$ cat src/rtl/tof_sweep_scheduler.sv
`default_nettype none
// ============================================================================
// Module   : tof_sweep_scheduler
// Purpose  : Schedules DAC configuration sweeps and rate-timed monitoring
//            sweeps onto one shared I2C transaction engine (single clock).
// Ports    : clk_i/rst_i             clock, synchronous active-high reset
//            ready_o                 idle with nothing pending
//            update_i                request a config sweep (pulse)
//            update_complete_o       one-cycle pulse at end of config sweep
//            mon_rate_i              rate ticks between monitor sweeps (0=off)
//            cfg_addr_o/cfg_dat_i    config register file read port
//            mon_addr_o/mon_dat_o/mon_wr_o  monitor register file write port
//            cmd_*                   command handshake to the I2C engine
//            rsp_*                   response strobe from the I2C engine
//            err_count_o             saturating error/timeout count
// Revision : 1.0 - initial release
// ============================================================================
module tof_sweep_scheduler #(
    parameter int NUM_CFG  = 66,
    parameter int NUM_MON  = 77,
    parameter int TICK_DIV = 200000,
    parameter int TIMEOUT  = 65535
) (
    input  logic        clk_i,
    input  logic        rst_i,
    output logic        ready_o,
    input  logic        update_i,
    output logic        update_complete_o,
    input  logic [15:0] mon_rate_i,
    output logic [6:0]  cfg_addr_o,
    input  logic [15:0] cfg_dat_i,
    output logic [6:0]  mon_addr_o,
    output logic [15:0] mon_dat_o,
    output logic        mon_wr_o,
    output logic        cmd_valid_o,
    input  logic        cmd_ready_i,
    output logic        cmd_write_o,
    output logic [6:0]  cmd_addr_o,
    output logic [15:0] cmd_dat_o,
    input  logic        rsp_valid_i,
    input  logic [15:0] rsp_dat_i,
    input  logic        rsp_err_i,
    output logic [7:0]  err_count_o
);

    localparam logic [3:0] c_s_idle      = 4'd0;
    localparam logic [3:0] c_s_cfg_fetch = 4'd1;
    localparam logic [3:0] c_s_cfg_cmd   = 4'd2;
    localparam logic [3:0] c_s_cfg_wait  = 4'd3;
    localparam logic [3:0] c_s_mon_cmd   = 4'd4;
    localparam logic [3:0] c_s_mon_wait  = 4'd5;
    localparam logic [3:0] c_s_mon_wr    = 4'd6;
    localparam logic [3:0] c_s_cfg_done  = 4'd7;

    localparam logic [6:0] c_cfg_last = 7'(NUM_CFG - 1);
    localparam logic [6:0] c_mon_last = 7'(NUM_MON - 1);

    localparam int c_presc_w = (TICK_DIV > 1) ? $clog2(TICK_DIV) : 1;
    localparam logic [c_presc_w-1:0] c_presc_last = c_presc_w'(TICK_DIV - 1);

    localparam int c_wait_w = $clog2(TIMEOUT + 1);
    localparam logic [c_wait_w-1:0] c_wait_last = c_wait_w'(TIMEOUT - 1);

    logic [3:0]           r_state;
    logic [3:0]           w_state_nxt;
    logic [6:0]           r_idx;
    logic [6:0]           r_cfg_addr;
    logic [15:0]          r_cmd_dat;
    logic [15:0]          r_mon_dat;
    logic [7:0]           r_err_cnt;
    logic                 r_upd_pend;
    logic                 r_mon_pend;
    logic [c_presc_w-1:0] r_presc;
    logic [15:0]          r_rate_cnt;
    logic [c_wait_w-1:0]  r_wait_cnt;

    logic w_tick;
    logic w_rate_hit;
    logic w_take_upd;
    logic w_take_mon;
    logic w_in_wait;
    logic w_timeout;
    logic w_rsp_done;
    logic w_rsp_bad;
    logic w_cfg_last;
    logic w_mon_last;

    assign w_tick     = (r_presc == c_presc_last);
    assign w_rate_hit = w_tick && (mon_rate_i != 16'd0) &&
                        (({1'b0, r_rate_cnt} + 17'd1) >= {1'b0, mon_rate_i});
    assign w_take_upd = (r_state == c_s_idle) && r_upd_pend;
    assign w_take_mon = (r_state == c_s_idle) && !r_upd_pend && r_mon_pend;
    assign w_in_wait  = (r_state == c_s_cfg_wait) || (r_state == c_s_mon_wait);
    assign w_timeout  = (r_wait_cnt == c_wait_last);
    assign w_rsp_done = rsp_valid_i || w_timeout;
    // A timeout without any response counts as an errored transaction.
    assign w_rsp_bad  = rsp_valid_i ? rsp_err_i : 1'b1;
    assign w_cfg_last = (r_idx == c_cfg_last);
    assign w_mon_last = (r_idx == c_mon_last);

    // ---------------- state register ----------------
    always_ff @(posedge clk_i) begin
        if (rst_i) begin
            r_state <= c_s_idle;
        end else begin
            r_state <= w_state_nxt;
        end
    end

    // ---------------- next-state logic ----------------
    always_comb begin
        w_state_nxt = r_state;
        case (r_state)
            c_s_idle: begin
                if (r_upd_pend) begin
                    w_state_nxt = c_s_cfg_fetch;
                end else if (r_mon_pend) begin
                    w_state_nxt = c_s_mon_cmd;
                end
            end
            c_s_cfg_fetch: w_state_nxt = c_s_cfg_cmd;
            c_s_cfg_cmd:   if (cmd_ready_i) w_state_nxt = c_s_cfg_wait;
            c_s_cfg_wait: begin
                if (w_rsp_done) begin
                    w_state_nxt = w_cfg_last ? c_s_cfg_done : c_s_cfg_fetch;
                end
            end
            c_s_cfg_done:  w_state_nxt = c_s_idle;
            c_s_mon_cmd:   if (cmd_ready_i) w_state_nxt = c_s_mon_wait;
            c_s_mon_wait:  if (w_rsp_done) w_state_nxt = c_s_mon_wr;
            c_s_mon_wr:    w_state_nxt = w_mon_last ? c_s_idle : c_s_mon_cmd;
            default:       w_state_nxt = c_s_idle;
        endcase
    end

    // ---------------- outputs ----------------
    always_comb begin
        ready_o           = (r_state == c_s_idle) && !r_upd_pend && !r_mon_pend;
        update_complete_o = (r_state == c_s_cfg_done);
        cmd_valid_o       = (r_state == c_s_cfg_cmd) || (r_state == c_s_mon_cmd);
        cmd_write_o       = (r_state == c_s_cfg_cmd);
        mon_wr_o          = (r_state == c_s_mon_wr);
        cmd_addr_o        = r_idx;
        mon_addr_o        = r_idx;
        cmd_dat_o         = r_cmd_dat;
        mon_dat_o         = r_mon_dat;
        cfg_addr_o        = r_cfg_addr;
        err_count_o       = r_err_cnt;
    end

    // ---------------- datapath, pending flags, timers ----------------
    always_ff @(posedge clk_i) begin
        if (rst_i) begin
            r_idx      <= 7'd0;
            r_cfg_addr <= 7'd0;
            r_cmd_dat  <= 16'd0;
            r_mon_dat  <= 16'd0;
            r_err_cnt  <= 8'd0;
            r_upd_pend <= 1'b0;
            r_mon_pend <= 1'b0;
            r_presc    <= '0;
            r_rate_cnt <= 16'd0;
            r_wait_cnt <= '0;
        end else begin
            // A new request on the take cycle must survive, so set wins.
            if (update_i) begin
                r_upd_pend <= 1'b1;
            end else if (w_take_upd) begin
                r_upd_pend <= 1'b0;
            end

            if (w_rate_hit) begin
                r_mon_pend <= 1'b1;
            end else if (w_take_mon) begin
                r_mon_pend <= 1'b0;
            end

            r_presc <= w_tick ? '0 : r_presc + 1'b1;

            if (mon_rate_i == 16'd0) begin
                r_rate_cnt <= 16'd0;
            end else if (w_tick) begin
                r_rate_cnt <= w_rate_hit ? 16'd0 : r_rate_cnt + 16'd1;
            end

            // Cleared while the command is offered, so counting begins at acceptance.
            r_wait_cnt <= w_in_wait ? r_wait_cnt + 1'b1 : '0;

            if (w_in_wait && w_rsp_done && w_rsp_bad && (r_err_cnt != 8'hFF)) begin
                r_err_cnt <= r_err_cnt + 8'd1;
            end

            case (r_state)
                c_s_idle: begin
                    if (w_take_upd || w_take_mon) begin
                        r_idx <= 7'd0;
                    end
                end
                c_s_cfg_fetch: r_cmd_dat <= cfg_dat_i;
                c_s_cfg_cmd: begin
                    // Present the next read address early so the file's
                    // one-cycle read latency is hidden behind the wait.
                    if (cmd_ready_i) begin
                        r_cfg_addr <= w_cfg_last ? 7'd0 : r_idx + 7'd1;
                    end
                end
                c_s_cfg_wait: begin
                    if (w_rsp_done && !w_cfg_last) begin
                        r_idx <= r_idx + 7'd1;
                    end
                end
                c_s_cfg_done:  r_idx <= 7'd0;
                c_s_mon_wait: begin
                    if (w_rsp_done) begin
                        r_mon_dat <= w_rsp_bad ? 16'hFFFF : rsp_dat_i;
                    end
                end
                c_s_mon_wr: r_idx <= w_mon_last ? 7'd0 : r_idx + 7'd1;
                default: ;
            endcase
        end
    end

endmodule
`default_nettype wire

$ cat config.mk
export PLATFORM = sky130hd
export DESIGN_NAME = tof_sweep_scheduler
export DESIGN_NICKNAME = d
export VERILOG_FILES = /design/src/rtl/tof_sweep_scheduler.sv
export SDC_FILE = /design/constraint.sdc
export NUM_CORES = 1
export LEC_CHECK = 0
export ABC_AREA = 1
export CAP_MARGIN = 20
export CORE_MARGIN = 3
export CORE_UTILIZATION = 47
export DETAILED_ROUTE_END_ITERATION = 10
export GPL_TIMING_DRIVEN = 0
export PLACE_DENSITY = 0.82
export SYNTH_ARGS = -nofsm -noshare
export SYNTH_HDL_FRONTEND = slang
export SYNTH_SLANG_ARGS = --single-unit
$ cat constraint.sdc
create_clock -name clk_i -period 2.7 [get_ports clk_i]
set_clock_uncertainty 0.2 [all_clocks]
set_input_delay 0.81 -clock clk_i [delete_from_list [all_inputs] [get_ports clk_i]]
set_output_delay 0.81 -clock clk_i [all_outputs]
set_load 0.01 [all_outputs]
# [After elaboration in Yosys (flattened, before gate mapping)]
# Index checks and enable logic that the tools add are counted.
[classes] order_cmp=1 muxes=21 reduce_logical=30 n_eq_ne=19 add_sub_neg=6 bitwise=1
[ops] cell="16-bit by 1-bit adder with 16-bit output (second input constant)" n=2
[ops] cell="16-bit 2-to-1 mux" n=2
[ops] cell="7-bit 2-to-1 mux" n=4
[ops] cell="4-bit case mux with 7 select lines" n=1
[ops] cell="7-bit case mux with 4 select lines" n=1
[ops] cell="4-bit 2-to-1 mux" n=6
[ops] cell="18-bit by 1-bit adder with 18-bit output (second input constant)" n=1
[ops] cell="18-bit equality test (second input constant)" n=1
[ops] cell="16-bit by 1-bit adder with 17-bit output (second input constant)" n=1
[ops] cell="17-bit by 16-bit >= comparator with 1-bit output" n=1
[ops] cell="16-bit equality test (second input constant)" n=1
[ops] cell="4-bit by 3-bit equality test with 1-bit output (second input constant)" n=4
[ops] cell="16-bit logical NOT" n=1
[ops] cell="16-bit nonzero test" n=1
[ops] cell="7-bit equality test (second input constant)" n=2
[ops] cell="1-bit logical AND" n=10
[ops] cell="8-bit by 1-bit adder with 8-bit output (second input constant)" n=1
[ops] cell="4-bit by 2-bit equality test with 1-bit output (second input constant)" n=2
[ops] cell="2-bit inequality test (second input constant)" n=4
[ops] cell="8-bit inequality test (second input constant)" n=1
[ops] cell="7-bit by 1-bit adder with 7-bit output (second input constant)" n=1
[ops] cell="3-bit 2-to-1 mux" n=2
[ops] cell="2-bit OR reduction" n=3
[ops] cell="1-bit 2-to-1 mux" n=5
[ops] cell="12 further kinds" n=20
[totals] register_bits=110 output_inout_bits=66 elab_cells=89

# [Depth between registers and ports, before layout]
[logic_depth] depth_word=6 ltp_mapped=20

# [Least setup slack after synthesis]
# No wires, ideal clock.
[synth_path] kind="register -> register" start="register r_rate_cnt[0]" end="register r_rate_cnt[12]" arrival_ns=2.294 setup_slack_ns=0.133 setup_ns=0.073 path_stages_with_launch=19 synth_period_minus_slack_ns=2.567 path_cell_list="dfxtp_1 ha_1 nand2_1 nor2_2 nand2_2 nor3_1 xor2_1 inv_1 ha_1 nand2_1 nor2_1 nand3_1 nand3b_1 nor2_1 nand2_2 nand2_4 inv_4 buf_12 nor3_4"
[synth_via] elab_chain_cells=4 elab_cells_between_ends=5 cone_classes="2 x add/sub; 1 x order compare; 1 x mux; 1 x reduce/logical"
[synth_rtl] item="from (decl)" line="74" text="logic [15:0] r_rate_cnt;"
[synth_rtl] item="from (signal assigned)" line="183" text="r_rate_cnt <= w_rate_hit ? 16'd0 : r_rate_cnt + 16'd1;"
[synth_rtl] item="16-bit by 1-bit adder with 17-bit output" line="90" text="(({1'b0, r_rate_cnt} + 17'd1) >= {1'b0, mon_rate_i});"
[synth_rtl] item="17-bit by 16-bit >= comparator with 1-bit output" line="90"
[synth_rtl] item="1-bit logical AND" line="89" text="assign w_rate_hit = w_tick && (mon_rate_i != 16'd0) &&"
[synth_rtl] item="16-bit 2-to-1 mux *" line="183"
# Mark *: on every way between the ends. The rest lies on a longest branch, timed or not.
# A chain may end at the register's enable or synchronous reset.

# [Final worst setup path]
[layout_path] start="register r_rate_cnt[1]" end="register r_rate_cnt[2]"
# The elaborated chain is that of the path after synthesis.

==> flow_metrics.tcl <==
set metrics [dict create \
    outcome "finished, violations left" \
    violations "negative setup slack" \
    syn-cell-area_um2 5730 \
    rows 39 \
    start_util 0.492 \
    clk_path_buf_depth 2 \
    grt_util_met2 0.357 \
    fin_util 0.682 \
    crit_path_max_fanout 3 \
    hp-class "reg2reg" \
    core_um2 11700 \
    drv_slew 0 \
    yosysUniqueCellTypes 42 \
    final_common_cell "clkdlybuf4s50_1" \
    clk_pin_slew_worst_paths_ns 0.07 \
    r2r_cells 19 \
    fin_nets 1013 \
    grt_pass1_vias 5001 \
    path_class "reg2reg" \
    grtUsageTotal 0.214 \
    grtUsageMet1 0.290 \
    grt_antenna_before_repair 0 \
    setup_ws_ns -0.0861 \
    tightest_slew_ns 0.611 \
    clkLatencyLatePin_ns 0.34 \
    root_buffer "clkbuf_16" \
    grt-ovfl-total 0 \
    cellPowerDensity_nw_per_um2 539 \
    cp_data_arrival_time_ns 2.85 \
    end_kind "flop" \
    port_buffers 118 \
    relSlewSlack 0.593 \
    reg2reg_slack_ns -0.09 \
    startpoint_type "flop" \
    nFillCells 894 \
    route.detailed.drc 0 \
    final-hold-violation-count 0 \
    fin_hold_ws_ns 0.245 \
    htreeDepth 3 \
    pre_cts_ws_ns -0.310 \
    finalWirelength_um 15700 \
    peakVddDrop_mv 0.412 \
    post-route-period-util 1.03 \
    ios 120 \
    vias 5648 \
    finalSetupViolations 17 \
    min_path_cells 2 \
    numCtsBuffers 9 \
    wl_per_cell_um 14.5 \
    rsz0062_at_grt "yes" \
    power_leakage_nw 3.17 \
    power_mw 4.29 \
    use_met3 0.0326 \
    yosysWarnings 0 \
    die_w_um 116 \
    drt_pass1_iterations 5 \
    die_y_um 116 \
    hpwl_um 10600 \
    drive_above_1_share 0.157 \
    yosysSeqAreaShare 0.381 \
    syn_nets 865 \
    n_antenna_cell 0 \
    fmax_ghz 0.359 \
    busiest_layer "met2" \
    hold_path_startpoint "cmd_dat_o[3]" \
    grt_pass1_wl_um 23600 \
    routabilityCongestion 0.892 \
    initialDrtViolationCount 547 \
    die_area_um2 13600 \
    r2r-start "r_rate_cnt[1]" \
    final_cell_mix "clkdlybuf4s50_1, nand2_1, inv_1" \
    grt_max_degree 17 \
    worstReg2RegEnd "r_rate_cnt[2]" \
    post-route-min-period_ns 2.79 \
    viasPerCell 5.22 \
    critPathRequiredTime_ns 2.76 \
    syn_avg_cell_area_um2 7.29 \
    cts_tree "yes" \
    ys_seq_elements 109 \
    syn_to_final_growth_pct 38.6 \
    cts_sinks 109 \
    max_cap_violations 0 \
    syn_inst 787 \
    drtAntennaViolNets 0 \
    hold_path_end "cmd_dat_o[3]" \
]
-- cells in the mapped netlist, drive strengths merged --
master,number,share of area
nand2,133,0.094
inv,110,0.072
dfxtp,109,0.38
nor2,100,0.078
a21oi,81,0.071
o21ai,53,0.047
nor3,45,0.049
nand3,29,0.027
ha,24,0.052
nand4,17,0.021
xor2,17,0.026
buf,15,0.020
clkbuf,12,0.0079
xnor2,10,0.015
o21a,7,0.0092
nand3b,5,0.0065
nor3b,4,0.0052
and3,3,0.0033
nor4,3,0.0044
or2,3,0.0033
a211oi,2,0.0026
clkinv,2,0.0015
a31oi,1,0.0011
and2,1,0.0011
o211ai,1,0.0013
-- report_power, final --
group          total, mW  switching, mW  internal (mW)
combinational       1.16          0.674          0.487
sequential          1.84         0.0999           1.74
clock               1.29          0.586          0.702
total               4.29           1.36           2.93
-- logic make-up (layout without fill, tap and decap cells) --
group                      count (synthesis)  after routing  share of synthesized area
xor gates and xnor gates                  27             27                     0.0412
AOI/OAI and AO/OA                        145            145                      0.132
adders and majority gates                 24             24                     0.0524
DFF                                      109            109                      0.381
and+or+nand+nor                          343            343                      0.292
buffers and inverters                    139            292                      0.102
-- metal layers --
layer	share of wire	up-vias
met4	0.019	0
met1	0.43	2608
met2	0.50	163
met3	0.046	29
met5	0	-
li1	-	2848
-- timing repair --
action | in CTS | in global routing
endpoints found under the setup margin | 20 | 18
hold buffers | 0 | 0
setup buffers | 10 | 8
resized for setup | 27 | 56
gates cloned | 1 | 0
pin swaps | 10 | 25
-- worst max-delay path by stage --
stage / cells past startpoint / startpoint / slack [ns] / end
global placement: 15 / mon_rate_i[4] / -0.28 / r_rate_cnt[12]
floorplan: 18 / r_rate_cnt[0] / 0.13 / r_rate_cnt[12]
detailed placement: 8 / mon_rate_i[15] / -0.31 / r_rate_cnt[12]
CTS: 17 / r_rate_cnt[0] / -0.0007 / r_rate_cnt[6]
finish: 19 / r_rate_cnt[1] / -0.09 / r_rate_cnt[2]
global route: 17 / r_rate_cnt[0] / -0.18 / r_rate_cnt[10]
-- registers in the layout, summed over array words and instances, names as in the netlist --
name and cells:
r_state 3, r_rate_cnt 16, cmd_addr_o 7, r_mon_pend 1
err_count_o 8, r_upd_pend 1, r_presc 18, mon_dat_o 16
r_wait_cnt 16, cfg_addr_o 7, cmd_dat_o 16
-- layout make-up --
cell class                      count  area, um^2  share of cell area
Multi-Input combinational cell    539        3330               0.419
Sequential cell                   109        2200               0.277
Tap cell                          143         179              0.0225
Clock buffer                       13         270              0.0340
Buffer                             27         161              0.0203
Timing Repair Buffer              137        1360               0.171
Inverter                          112         427              0.0537
Clock inverter                      3        18.8             0.00236
-- metrics by stage --
step / setup TNS, ns / instance area (um^2) / instances
6_report: -0.815 / 7950 / 1083
5_1_grt: -2.71 / 7950 / 1083
4_1_cts: -0.000677 / 7580 / 1075
3_5_place_dp: -4.71 / 7090 / 1048
3_3_place_gp: -4.61 / 7090 / 1048
2_1_floorplan: 0 / 5730 / 787
-- worst max-delay path, cell delays in order (launching register included) --
cell,delay [ns]
dfxtp_4,0.38
ha_4,0.15
nand2_4,0.06
nor2_4,0.15
buf_4,0.13
nand3_2,0.07
xnor2_2,0.17
ha_1,0.34
nand2_1,0.10
nand2_1,0.06
a21oi_1,0.13
nand3_1,0.09
nand2_1,0.07
nand2_1,0.06
nand2_1,0.07
nand2_2,0.06
nand2_4,0.10
inv_6,0.05
buf_6,0.13
nor3_4,0.13
No activity file was read; power rests on OpenSTA's default activity.
